`src/rtl/alu_counter_register_if.sv`:
```
// Purpose : control/bus bundle between the SAP sequencer (master) and the datapath core (slave).
// Latency : n/a (wires only).
// Backpress: none; the sequencer owns every control bit each cycle.
// Signals : i_bus resolved bus in; i_ai/i_bi/i_ii/i_j load strobes; i_ao/i_bo/i_io/i_co/i_eo
//           output enables; i_ce PC count; i_su ALU subtract; i_fi flags load; o_bus/o_bus_en muxed
//           bus out; o_reg_a/o_reg_b/o_instr/o_pc/o_flags direct register views.
interface alu_counter_register_if #(
  parameter int WIDTH    = 8,
  parameter int PC_WIDTH = 4
);
  logic [WIDTH-1:0]    i_bus;
  logic                i_ai;
  logic                i_ao;
  logic                i_bi;
  logic                i_bo;
  logic                i_ii;
  logic                i_io;
  logic                i_j;
  logic                i_co;
  logic                i_ce;
  logic                i_eo;
  logic                i_su;
  logic                i_fi;
  logic [WIDTH-1:0]    o_bus;
  logic                o_bus_en;
  logic [WIDTH-1:0]    o_reg_a;
  logic [WIDTH-1:0]    o_reg_b;
  logic [WIDTH-1:0]    o_instr;
  logic [PC_WIDTH-1:0] o_pc;
  logic [1:0]          o_flags;

  modport master (
    output i_bus, i_ai, i_ao, i_bi, i_bo, i_ii, i_io, i_j, i_co, i_ce, i_eo, i_su, i_fi,
    input  o_bus, o_bus_en, o_reg_a, o_reg_b, o_instr, o_pc, o_flags
  );

  modport slave (
    input  i_bus, i_ai, i_ao, i_bi, i_bo, i_ii, i_io, i_j, i_co, i_ce, i_eo, i_su, i_fi,
    output o_bus, o_bus_en, o_reg_a, o_reg_b, o_instr, o_pc, o_flags
  );
endinterface

```
`src/rtl/alu_counter_register.sv`:
```
// Purpose : SAP-style datapath core: A, B, IR, flags, PC registers plus add/sub ALU and bus mux.
// Latency : register loads visible one cycle after the enabling edge; ALU and o_bus are combinational.
// Backpress: none; every control bit is obeyed on the cycle it is asserted.
// Ports   : i_clk system clock, i_rst async active-high reset, bus_if slave side of the control bundle.
module alu_counter_register #(
  parameter int WIDTH    = 8,
  parameter int PC_WIDTH = 4
) (
  input logic                  i_clk,
  input logic                  i_rst,
  alu_counter_register_if.slave bus_if
);

  // IR drives only its operand field onto the bus.
  localparam int OPND_WIDTH = 4;

  logic [WIDTH-1:0]    reg_a;
  logic [WIDTH-1:0]    reg_b;
  logic [WIDTH-1:0]    reg_ir;
  logic [PC_WIDTH-1:0] reg_pc;
  logic [1:0]          reg_flags;

  logic [WIDTH-1:0]    alu_b;
  logic [WIDTH:0]      alu_sum;
  logic [WIDTH-1:0]    alu_res;
  logic                alu_c;
  logic                alu_z;

  // Subtract is two's complement: A + ~B + 1, so carry-out set means no borrow.
  always_comb begin
    alu_b   = bus_if.i_su ? ~reg_b : reg_b;
    alu_sum = {1'b0, reg_a} + {1'b0, alu_b} + {{WIDTH{1'b0}}, bus_if.i_su};
    alu_res = alu_sum[WIDTH-1:0];
    alu_c   = alu_sum[WIDTH];
    alu_z   = (alu_res == '0);
  end

  always_ff @(posedge i_clk or posedge i_rst) begin
    if (i_rst) begin
      reg_a     <= '0;
      reg_b     <= '0;
      reg_ir    <= '0;
      reg_flags <= '0;
      reg_pc    <= '0;
    end else begin
      if (bus_if.i_ai) reg_a  <= bus_if.i_bus;
      if (bus_if.i_bi) reg_b  <= bus_if.i_bus;
      if (bus_if.i_ii) reg_ir <= bus_if.i_bus;
      if (bus_if.i_fi) reg_flags <= {alu_c, alu_z};
      // Jump beats count when both are asserted.
      if (bus_if.i_j)       reg_pc <= bus_if.i_bus[PC_WIDTH-1:0];
      else if (bus_if.i_ce) reg_pc <= reg_pc + 1'b1;
    end
  end

  // Fixed priority EO > AO > BO > IO > CO; drives zero when nothing is enabled.
  always_comb begin
    bus_if.o_bus = '0;
    if (bus_if.i_eo)      bus_if.o_bus = alu_res;
    else if (bus_if.i_ao) bus_if.o_bus = reg_a;
    else if (bus_if.i_bo) bus_if.o_bus = reg_b;
    else if (bus_if.i_io) bus_if.o_bus = {{(WIDTH-OPND_WIDTH){1'b0}}, reg_ir[OPND_WIDTH-1:0]};
    else if (bus_if.i_co) bus_if.o_bus = {{(WIDTH-PC_WIDTH){1'b0}}, reg_pc};
  end

  assign bus_if.o_bus_en = bus_if.i_eo | bus_if.i_ao | bus_if.i_bo | bus_if.i_io | bus_if.i_co;
  assign bus_if.o_reg_a  = reg_a;
  assign bus_if.o_reg_b  = reg_b;
  assign bus_if.o_instr  = reg_ir;
  assign bus_if.o_pc     = reg_pc;
  assign bus_if.o_flags  = reg_flags;

endmodule

```
`src/flat_wrapper.sv`:
```
// flat-port wrapper written by rule: the top's interface ports become plain ports
module alu_counter_register_flat 
#(
  parameter int WIDTH    = 8,
  parameter int PC_WIDTH = 4
)
  (i_clk, i_rst, bus_if_i_bus, bus_if_i_ai, bus_if_i_ao, bus_if_i_bi, bus_if_i_bo, bus_if_i_ii, bus_if_i_io, bus_if_i_j, bus_if_i_co, bus_if_i_ce, bus_if_i_eo, bus_if_i_su, bus_if_i_fi, bus_if_o_bus, bus_if_o_bus_en, bus_if_o_reg_a, bus_if_o_reg_b, bus_if_o_instr, bus_if_o_pc, bus_if_o_flags);
  alu_counter_register_if #(.WIDTH(WIDTH), .PC_WIDTH(PC_WIDTH)) bus_if_i ();
  input logic i_clk;
  input logic i_rst;
  input wire logic [$bits(bus_if_i.i_bus)-1:0] bus_if_i_bus;
  input wire logic [$bits(bus_if_i.i_ai)-1:0] bus_if_i_ai;
  input wire logic [$bits(bus_if_i.i_ao)-1:0] bus_if_i_ao;
  input wire logic [$bits(bus_if_i.i_bi)-1:0] bus_if_i_bi;
  input wire logic [$bits(bus_if_i.i_bo)-1:0] bus_if_i_bo;
  input wire logic [$bits(bus_if_i.i_ii)-1:0] bus_if_i_ii;
  input wire logic [$bits(bus_if_i.i_io)-1:0] bus_if_i_io;
  input wire logic [$bits(bus_if_i.i_j)-1:0] bus_if_i_j;
  input wire logic [$bits(bus_if_i.i_co)-1:0] bus_if_i_co;
  input wire logic [$bits(bus_if_i.i_ce)-1:0] bus_if_i_ce;
  input wire logic [$bits(bus_if_i.i_eo)-1:0] bus_if_i_eo;
  input wire logic [$bits(bus_if_i.i_su)-1:0] bus_if_i_su;
  input wire logic [$bits(bus_if_i.i_fi)-1:0] bus_if_i_fi;
  output wire logic [$bits(bus_if_i.o_bus)-1:0] bus_if_o_bus;
  output wire logic [$bits(bus_if_i.o_bus_en)-1:0] bus_if_o_bus_en;
  output wire logic [$bits(bus_if_i.o_reg_a)-1:0] bus_if_o_reg_a;
  output wire logic [$bits(bus_if_i.o_reg_b)-1:0] bus_if_o_reg_b;
  output wire logic [$bits(bus_if_i.o_instr)-1:0] bus_if_o_instr;
  output wire logic [$bits(bus_if_i.o_pc)-1:0] bus_if_o_pc;
  output wire logic [$bits(bus_if_i.o_flags)-1:0] bus_if_o_flags;
  assign bus_if_i.i_bus = bus_if_i_bus;
  assign bus_if_i.i_ai = bus_if_i_ai;
  assign bus_if_i.i_ao = bus_if_i_ao;
  assign bus_if_i.i_bi = bus_if_i_bi;
  assign bus_if_i.i_bo = bus_if_i_bo;
  assign bus_if_i.i_ii = bus_if_i_ii;
  assign bus_if_i.i_io = bus_if_i_io;
  assign bus_if_i.i_j = bus_if_i_j;
  assign bus_if_i.i_co = bus_if_i_co;
  assign bus_if_i.i_ce = bus_if_i_ce;
  assign bus_if_i.i_eo = bus_if_i_eo;
  assign bus_if_i.i_su = bus_if_i_su;
  assign bus_if_i.i_fi = bus_if_i_fi;
  assign bus_if_o_bus = bus_if_i.o_bus;
  assign bus_if_o_bus_en = bus_if_i.o_bus_en;
  assign bus_if_o_reg_a = bus_if_i.o_reg_a;
  assign bus_if_o_reg_b = bus_if_i.o_reg_b;
  assign bus_if_o_instr = bus_if_i.o_instr;
  assign bus_if_o_pc = bus_if_i.o_pc;
  assign bus_if_o_flags = bus_if_i.o_flags;
  alu_counter_register #(.WIDTH(WIDTH), .PC_WIDTH(PC_WIDTH)) u_core (.i_clk(i_clk), .i_rst(i_rst), .bus_if(bus_if_i));
endmodule
```
`config.mk`:
```
export PLATFORM = sky130hd
export DESIGN_NAME = alu_counter_register_flat
export DESIGN_NICKNAME = d
export VERILOG_FILES = /design/src/rtl/alu_counter_register_if.sv /design/src/rtl/alu_counter_register.sv /design/src/flat_wrapper.sv
export SDC_FILE = /design/constraint.sdc
export NUM_CORES = 1
export LEC_CHECK = 0
export CORE_ASPECT_RATIO = 1.5
export CORE_UTILIZATION = 38
export DETAILED_ROUTE_END_ITERATION = 10
export PLACE_DENSITY_LB_ADDON = 0.2
export RECOVER_POWER = 50
export SETUP_SLACK_MARGIN = 0.3
export SYNTH_ARGS = -nofsm -noshare
export SYNTH_HDL_FRONTEND = slang
export SYNTH_SLANG_ARGS = --single-unit
```
`constraint.sdc`:
```
create_clock -name i_clk -period 3.05 [get_ports i_clk]
set_input_delay 0.61 -clock i_clk [delete_from_list [all_inputs] [get_ports i_clk]]
set_output_delay 0.61 -clock i_clk [all_outputs]
set_load 0.05 [all_outputs]
```
Word-level counts from Yosys, hierarchy flattened --
Index checks and enable logic that the tools add are counted.
Operators by class: $add $sub $neg 3, bitwise logic cells 5, multiplexer cells 8, reduce and logical (&&, ||, !) cells 2
Operators by type and width (number):
- 8-bit 2-to-1 mux | 5
- 4-bit 2-to-1 mux | 3
- 8-bit by 8-bit adder with 9-bit output | 1
- 9-bit by 1-bit adder with 9-bit output | 1
- 8-bit zero test | 1
- 8-bit inverter | 1
- 4-bit by 1-bit adder with 4-bit output (second input constant) | 1
- 1-bit OR | 4
- 2-bit nonzero test | 1
Word-level totals: bits in registers 30, logic and storage cells 23, bits of input ports 22, output and inout bits 39

Logic depth before layout (Yosys ltp) --
Gate-level depths: netlist (run 1).
word-level depth 5, gate-level depth with buffers 9, gate-level depth less buffers 8

Least setup slack after synthesis (run 1) --
Ideal clock, no wire load.
kind register -> output, start reg u_core.reg_b[0] (netlist: u_core.bus_if.o_reg_b[0]), end out bus_if_o_bus[4], cell stages (with the launch flop) 7, arrival 2.790 ns, path buffers 0, data required time 2.440 ns, path slack -0.350 ns, cell sequence dfrtp_1 > mux2i_2 > fa_1 > and3b_1 > o21a_1 > or2_2 > a21oi_1
Between the ends: word-level cells in the longest chain between the ends 5
Ends and longest elaborated chain:
- start, declared | RTL line alu_counter_register.sv:18 | logic [WIDTH-1:0] reg_b;
- start signal, assigned | RTL line alu_counter_register.sv:47 | if (bus_if.i_bi) reg_b <= bus_if.i_bus;
- 8-bit inverter | RTL line alu_counter_register.sv:31 | alu_b = bus_if.i_su ? ~reg_b : reg_b;
- 8-bit 2-to-1 mux (*) | RTL line alu_counter_register.sv:31
- 8-bit by 8-bit adder with 9-bit output (*) | RTL line alu_counter_register.sv:32 | alu_sum = {1'b0, reg_a} + {1'b0, alu_b} + {{WIDTH{1'b0}}, bus_if.i_su};
- 9-bit by 1-bit adder with 9-bit output (*) | RTL line alu_counter_register.sv:32
- 8-bit 2-to-1 mux (*) | RTL line alu_counter_register.sv:59 | if (bus_if.i_eo) bus_if.o_bus = alu_res;
- end, declared | RTL line flat_wrapper.sv:24 | output wire logic [$bits(bus_if_i.o_bus)-1:0] bus_if_o_bus;
Every way passes the cells marked *; elsewhere a longest branch is shown, timed or not.

Worst setup path in the final report (run 1) --
start in bus_if_i_su, end out bus_if_o_bus[4]
Between the ends: word-level cells in the longest chain between the ends 4
Ends and longest elaborated chain:
- start, declared | RTL line flat_wrapper.sv:22 | input wire logic [$bits(bus_if_i.i_su)-1:0] bus_if_i_su;
- 8-bit 2-to-1 mux | RTL line alu_counter_register.sv:31
- 8-bit by 8-bit adder with 9-bit output | RTL line alu_counter_register.sv:32
- 9-bit by 1-bit adder with 9-bit output (*) | RTL line alu_counter_register.sv:32
- 8-bit 2-to-1 mux (*) | RTL line alu_counter_register.sv:59
Marked as above.

==> results.sh, run 1 <==
export IMPL_status="finished with violations"
export IMPL_violations="max-capacitance violations, max-slew violations, negative setup slack"
export IMPL_finalWorstSetupSlack_ps=-11.4
export IMPL_cts_clk_slew_worst_paths_ps=70
export IMPL_drive_above_1_share_pct=31.9
export IMPL_path_depth=10
export IMPL_finalSetupViolCount=2
export IMPL_n_antenna_cell=0
export IMPL_holdCritStartpoint="u_core.bus_if.o_instr[7]$_DFFE_PP0P_"
export IMPL_wl_per_cell_um=14.9
export IMPL_cts_made_buffers=5
export IMPL_syn_nets=220
export IMPL_hold_viol=0
export IMPL_coreArea_um2=4850
export IMPL_crit_required_ps=2440
export IMPL_cp_num_buf_inv=4
export IMPL_antenna_found_initial=0
export IMPL_rows=31
export IMPL_clock_path_buffers=2
export IMPL_layoutNonFillerInstCount=342
export IMPL_arrival_ps=2450
export IMPL_drt_pass1_iterations=4
export IMPL_critPathLaunch="bus_if_i_su"
export IMPL_switching_share_pct=38.8
export IMPL_layout_nets=308
export IMPL_port_buffer_count=60
export IMPL_overflow=0
export IMPL_internal_power_mw=1.18
export IMPL_seq_area_frac_synth_pct=39.3
export IMPL_synth_area_per_cell_um2=10.2
export IMPL_cp_start_kind="primary input"
export IMPL_h_tree_depth=2
export IMPL_ir_drop_v=0.000329
export IMPL_tightest_slew_ps=1680
export IMPL_r2r_end="u_core.bus_if.o_flags[1]$_DFFE_PP0P_"
export IMPL_rsz0062_at_grt="true"
export IMPL_seq_power_share_pct=25.6
export IMPL_netSwitchingPower_mw=0.746
export IMPL_die_h_um=88.8
export IMPL_grt_max_degree=31
export IMPL_grt_pass1_vias=1803
export IMPL_grt_pass1_wl_mm=8.39
export IMPL_skew_ps=6.26
export IMPL_synthCells=187
export IMPL_slowest_delay_ps=320
export IMPL_crit_fanout=8
export IMPL_power_frac_clock_pct=20.8
export IMPL_crit_path_top_delay_cell="ha_1"
export IMPL_dp_hpwl_mm=3.95
export IMPL_syn_area_um2=1910
export IMPL_synth_seq_cells=30
export IMPL_placedCellCount=327
export IMPL_synthFlopType="dfrtp_1"
export IMPL_fmax_ghz=0.327
export IMPL_power_frac_comb_pct=53.7
export IMPL_p_leak_nw=1.34
export IMPL_via_count=1715
export IMPL_areaGrowthSynthToFinish_pct=62.8
export IMPL_reg2reg_slack_ps=860
export IMPL_r2r_start="u_core.bus_if.o_reg_b[0]$_DFFE_PP0P_"
export IMPL_crit_chain="buf_6 > buf_12 > xor2_1 > ha_1 > and3b_2 > o21a_1 > buf_6 > or2_4 > a21oi_4 > buf_12"
export IMPL_ys_warn_count=0
export IMPL_clkSinkCount=30
export IMPL_drc=0
export IMPL_die_area_um2=5320
export IMPL_drv_slew=31
export IMPL_final_common_cell="clkdlybuf4s50_1"
export IMPL_drv_cap=1
export IMPL_placed_area_um2=2880
export IMPL_fin_crit_sh_pct=100
export IMPL_hold_path_class="flop to flop"
export IMPL_synth_edf_count=0
export IMPL_finalInstanceArea_um2=3110
export IMPL_die_w_um=59.9
export IMPL_viasPerCell=5.01
export IMPL_hold_buffers=0
export IMPL_crit_end="bus_if_o_bus[4]"
export IMPL_totalWireLength_mm=5.08
export IMPL_ant_nets=0
export IMPL_synth_cell_type_count=38
export IMPL_crit_type="primary input to output pin"
export IMPL_dp_worst_setup_slack_ps=-417
export IMPL_power_mw=1.92
export IMPL_setup_tns_final_ps=-11.4
export IMPL_max_slew_margin_pct=-11.8
export IMPL_initial_core_util_pct=39.4
export IMPL_cp_top_family="buffers and inverters"
export IMPL_drt_iter0_drc=26
export IMPL_power_density_nw_per_um2=619
export IMPL_cts_tree="done"
export IMPL_min_period_ps=3060
export IMPL_final_cell_mix="clkdlybuf4s50_1 (43), dfrtp_1 (29), nand2_1 (25), buf_4 (25), mux2_2 (24)"
export IMPL_fin_util_pct=64.2
export IMPL_cp_end_kind="output pin"
export IMPL_finalWeightedCongestion=0.815
export IMPL_ff2ff_path_depth=9
export IMPL_root_buffer="clkbuf_8"
export IMPL_io_pins=61
export IMPL_holdWs_ps=510
export IMPL_async_reset_ff_share_pct=100
export IMPL_gr_usage_all_layers_pct=21.2
export IMPL_clk_latency_ps=280
-- routing by layer --
layer	wire length, um	GRT usage (%)	vias up
met3	201	4.68	4
met4	55	7.40	0
met5	0	0	-
met2	2770	37.9	41
li1	-	-	841
met1	2060	24.3	829
-- flip-flops by register name (all words and copies together) (netlist names) --
signal	flops
u_core.bus_if.o_pc	4
u_core.bus_if.o_instr	8
u_core.bus_if.o_flags	2
u_core.bus_if.o_reg_b	8
u_core.bus_if.o_reg_a	8
-- logic make-up after synthesis --
kind of cell / synth area share [%]
AND/OR/NAND/NOR: 12.4
AO/OA/AOI/OAI: 14.0
flip-flops: 39.3
multiplexers: 16.5
XOR/XNOR: 6.88
buffers and inverters: 3.34
adder cells (fa/ha/maj): 7.60
-- cell usage after synthesis (all sizes together) (2+ instances only) --
cell	n	area, um^2
nand2b	2	12.5
a31oi	2	18.8
o21a	4	30.0
dfrtp	30	751
o21ai	13	65.1
mux2	25	282
xnor2	6	52.6
a21oi	12	60.1
nand2	25	93.8
nand3b	3	22.5
a211oi	2	15.0
nand4	3	18.8
and3	3	18.8
nor3b	2	15.0
mux2i	3	33.8
ha	10	125
xor2	9	78.8
inv	7	26.3
nor3	3	15.0
a21o	2	15.0
clkbuf	7	26.3
-- what timing repair did --
item                                    in CTS  in global routing
endpoints found under the setup margin       8                  8
hold endpoints to repair                     0                  0
gates resized for setup                     11                  7
buffers inserted                             5                  2
pin swaps                                    6                  7
-- cell type report --
cell class                 count  area, um^2
fill                         411        1740
multi-input combinational    142        1200
timing repair buffer          89         931
sequential                    30         752
tap                           66        82.6
clock buffer                   5        68.8
clock inverter                 3        45.0
inverter                       7        26.3
-- worst min-delay path by stage --
stage	end	slack, ps	cells after the start
4_1_cts	u_core.bus_if.o_instr[6]$_DFFE_PP0P_	520	1
5_1_grt	u_core.bus_if.o_instr[7]$_DFFE_PP0P_	540	1
3_3_place_gp	u_core.bus_if.o_instr[7]$_DFFE_PP0P_	490	1
2_1_floorplan	u_core.bus_if.o_flags[0]$_DFFE_PP0P_	700	1
6_report	u_core.bus_if.o_instr[7]$_DFFE_PP0P_	510	1
3_5_place_dp	u_core.bus_if.o_instr[6]$_DFFE_PP0P_	500	1
-- power by group through the flow --
stage | sequential (mW) | combinational [mW] | clock [mW]
final | 0.492 | 1.03 | 0.400
after global routing | 0.498 | 1.10 | 0.435
after CTS | 0.491 | 1.01 | 0.414
after detailed placement | 0.497 | 0.973 | 0
after global placement | 0.496 | 0.962 | 0
after floorplan | 0.639 | 0.416 | 0
(Power assumes the default switching activity.)
==> inputs of run 2 (changes only) <==
Settings changed: ABC_AREA from default to 1, SLEW_MARGIN from default to 15.
==> results.sh, run 2 <==
export IMPL_synthTopCellsByCount="nand2_1 (56), inv_1 (31), dfrtp_1 (30), o21ai_0 (20), nand3_1 (15)"
export IMPL_fmax_ghz=0.360
export IMPL_tightest_slew_ps=1610
export IMPL_ir_drop_v=0.000307
export IMPL_synth_cell_type_count=30
export IMPL_grt_max_degree=31
export IMPL_hold_path_class="flop to flop"
export IMPL_synth_most_common_cell="nand2_1"
export IMPL_finalWeightedCongestion=0.847
export IMPL_finalSetupViolCount=0
export IMPL_cts_clk_slew_worst_paths_ps=70
export IMPL_crit_end="bus_if_o_bus[7]"
export IMPL_critPathLaunch="bus_if_i_su"
export IMPL_hold_viol=0
export IMPL_antenna_found_initial=0
export IMPL_gr_usage_all_layers_pct=21.1
export IMPL_synth_top_cell_by_area="dfrtp_1"
export IMPL_h_tree_depth=2
export IMPL_cts_made_buffers=5
export IMPL_r2r_start="u_core.bus_if.o_reg_b[0]$_DFFE_PP0P_"
export IMPL_ys_warn_count=0
export IMPL_crit_required_ps=2440
export IMPL_syn_nets=279
export IMPL_finalInstanceArea_um2=3050
export IMPL_fin_util_pct=61.8
export IMPL_grt_pass1_vias=1845
export IMPL_hold_buffers=0
export IMPL_coreArea_um2=4930
export IMPL_die_area_um2=5520
export IMPL_via_count=1904
export IMPL_wl_per_cell_um=13.4
export IMPL_io_pins=61
export IMPL_skew_ps=8.43
export IMPL_synth_seq_cells=30
export IMPL_drt_pass1_iterations=4
export IMPL_final_cell_mix="nand2_1 (53), clkdlybuf4s50_1 (45), inv_1 (29), dfrtp_1 (29), o21ai_0 (19)"
export IMPL_die_w_um=61.0
export IMPL_areaGrowthSynthToFinish_pct=53.4
export IMPL_drv_cap=1
export IMPL_fin_crit_sh_pct=91.2
export IMPL_placed_area_um2=2880
export IMPL_ant_nets=0
export IMPL_seq_area_frac_synth_pct=37.8
export IMPL_n_antenna_cell=0
export IMPL_final_common_cell="nand2_1"
export IMPL_drc=0
export IMPL_drt_iter0_drc=48
export IMPL_cp_start_kind="primary input"
export IMPL_netlist_area_leader_share_pct=37.8
export IMPL_p_leak_nw=1.41
export IMPL_setup_tns_final_ps=0
export IMPL_drv_slew=31
export IMPL_initial_core_util_pct=40.3
export IMPL_holdWs_ps=490
export IMPL_ff2ff_path_depth=15
export IMPL_clk_latency_ps=280
export IMPL_min_period_ps=2780
export IMPL_cts_tree="done"
export IMPL_layoutNonFillerInstCount=391
export IMPL_placedCellCount=381
export IMPL_layout_nets=357
export IMPL_r2r_end="u_core.bus_if.o_flags[0]$_DFFE_PP0P_"
export IMPL_clkSinkCount=30
export IMPL_drive_above_1_share_pct=25.8
export IMPL_root_buffer="clkbuf_8"
export IMPL_totalWireLength_mm=5.24
export IMPL_crit_fanout=8
export IMPL_die_h_um=90.5
export IMPL_violations="max-capacitance violations, max-slew violations"
export IMPL_rsz0062_at_grt="true"
export IMPL_synth_area_top_cells="dfrtp_1 (38%), nand2_1 (11%), mux2_2 (7.9%)"
export IMPL_synth_area_per_cell_um2=8.07
export IMPL_synthCells=246
export IMPL_overflow=0
export IMPL_grt_pass1_wl_mm=8.54
export IMPL_arrival_ps=2170
export IMPL_dp_hpwl_mm=4.23
export IMPL_rows=31
export IMPL_power_density_nw_per_um2=566
export IMPL_reg2reg_slack_ps=1070
export IMPL_cp_end_kind="output pin"
export IMPL_synth_edf_count=0
export IMPL_async_reset_ff_share_pct=100
export IMPL_clock_path_buffers=2
export IMPL_max_slew_margin_pct=-7.30
export IMPL_status="finished with violations"
export IMPL_viasPerCell=4.87
export IMPL_port_buffer_count=60
export IMPL_crit_type="primary input to output pin"
export IMPL_syn_area_um2=1990
export IMPL_synthFlopType="dfrtp_1"
run 2: cell types whose count changed after synthesis, sizes merged, moves of 5 or more:
| cell | change |
|---|---|
| clkbuf | -5 |
| nor2 | +14 |
| inv | +26 |
| nand3 | +15 |
| mux2 | -11 |
| nand2 | +40 |
| o21ai | +8 |
run 2: repair_timing:
action | CTS | global route
buffers inserted | 1 | 1
gates resized for setup | 15 | 5
pin swaps | 11 | 7
endpoints found under the setup margin | 7 | 7
run 2: worst max-delay path, stage by stage:
cell and delay, ps:
buf_6 100, buf_12 140, xnor2_4 170, inv_1 80, ha_1 310, nand2_1 80
inv_2 40, nand2_2 70, nand2_2 70, nand2_2 60, nand3_1 80, nand2_2 90
nand2_2 50, o21ai_2 80, buf_12 160
run 2: worst min-delay path by stage:
stage                                              start                                    to  cells after the start  slack, ps
floorplan                                          i_rst  u_core.bus_if.o_flags[0]$_DFFE_PP0P_                      1        700
global placement    u_core.bus_if.o_flags[0]$_DFFE_PP0P_  u_core.bus_if.o_flags[0]$_DFFE_PP0P_                      2        470
detailed placement  u_core.bus_if.o_flags[0]$_DFFE_PP0P_  u_core.bus_if.o_flags[0]$_DFFE_PP0P_                      2        470
CTS                 u_core.bus_if.o_flags[0]$_DFFE_PP0P_  u_core.bus_if.o_flags[0]$_DFFE_PP0P_                      2        490
global route        u_core.bus_if.o_flags[0]$_DFFE_PP0P_  u_core.bus_if.o_flags[0]$_DFFE_PP0P_                      2        510
finish              u_core.bus_if.o_flags[0]$_DFFE_PP0P_  u_core.bus_if.o_flags[0]$_DFFE_PP0P_                      2        490
run 2: metrics by stage:
step,setup WS (ps),power (mW)
floorplan,209,1.01
global placement,-164,1.36
detailed placement,-251,1.37
CTS,257,1.73
global route,161,1.82
finish,270,1.73
run 2: final cells by class:
class / instances / area (um^2)
clock inverters: 1 / 5.00
multi-input cells: 176 / 1160
well taps: 66 / 82.6
repair buffers: 77 / 828
fillers: 446 / 1880
flip-flops and latches: 30 / 752
clock buffers: 7 / 86.3
inverters: 34 / 128
run 2: where the power goes:
group / internal, mW / leakage (nW) / switching (mW) / total [mW]
Sequential: 0.439 / 0.358 / 0.0462 / 0.485
Clock: 0.182 / 0.0482 / 0.151 / 0.333
Combinational: 0.387 / 1.01 / 0.520 / 0.908
run 2: cell families (layout without fill, tap and decap cells):
group / count (synthesis) / in the layout / synth area share [%]
buffers and inverters: 40 / 119 / 8.13
xor gates and xnor gates: 11 / 11 / 4.85
DFF: 30 / 30 / 37.8
adders and majority gates: 11 / 11 / 7.31
muxes: 15 / 15 / 8.44
AOI/OAI and AO/OA: 39 / 39 / 11.2
and+or+nand+nor: 100 / 100 / 22.3
run 2: per-layer routing:
| layer | share of wire, % | global-route usage (%) | vias up |
|---|---|---|---|
| li1 | - | - | 953 |
| met1 | 39 | 24.7 | 900 |
| met2 | 55 | 35.8 | 42 |
| met3 | 2.9 | 3.58 | 9 |
| met4 | 2.3 | 9.85 | 0 |
| met5 | 0 | 0 | - |
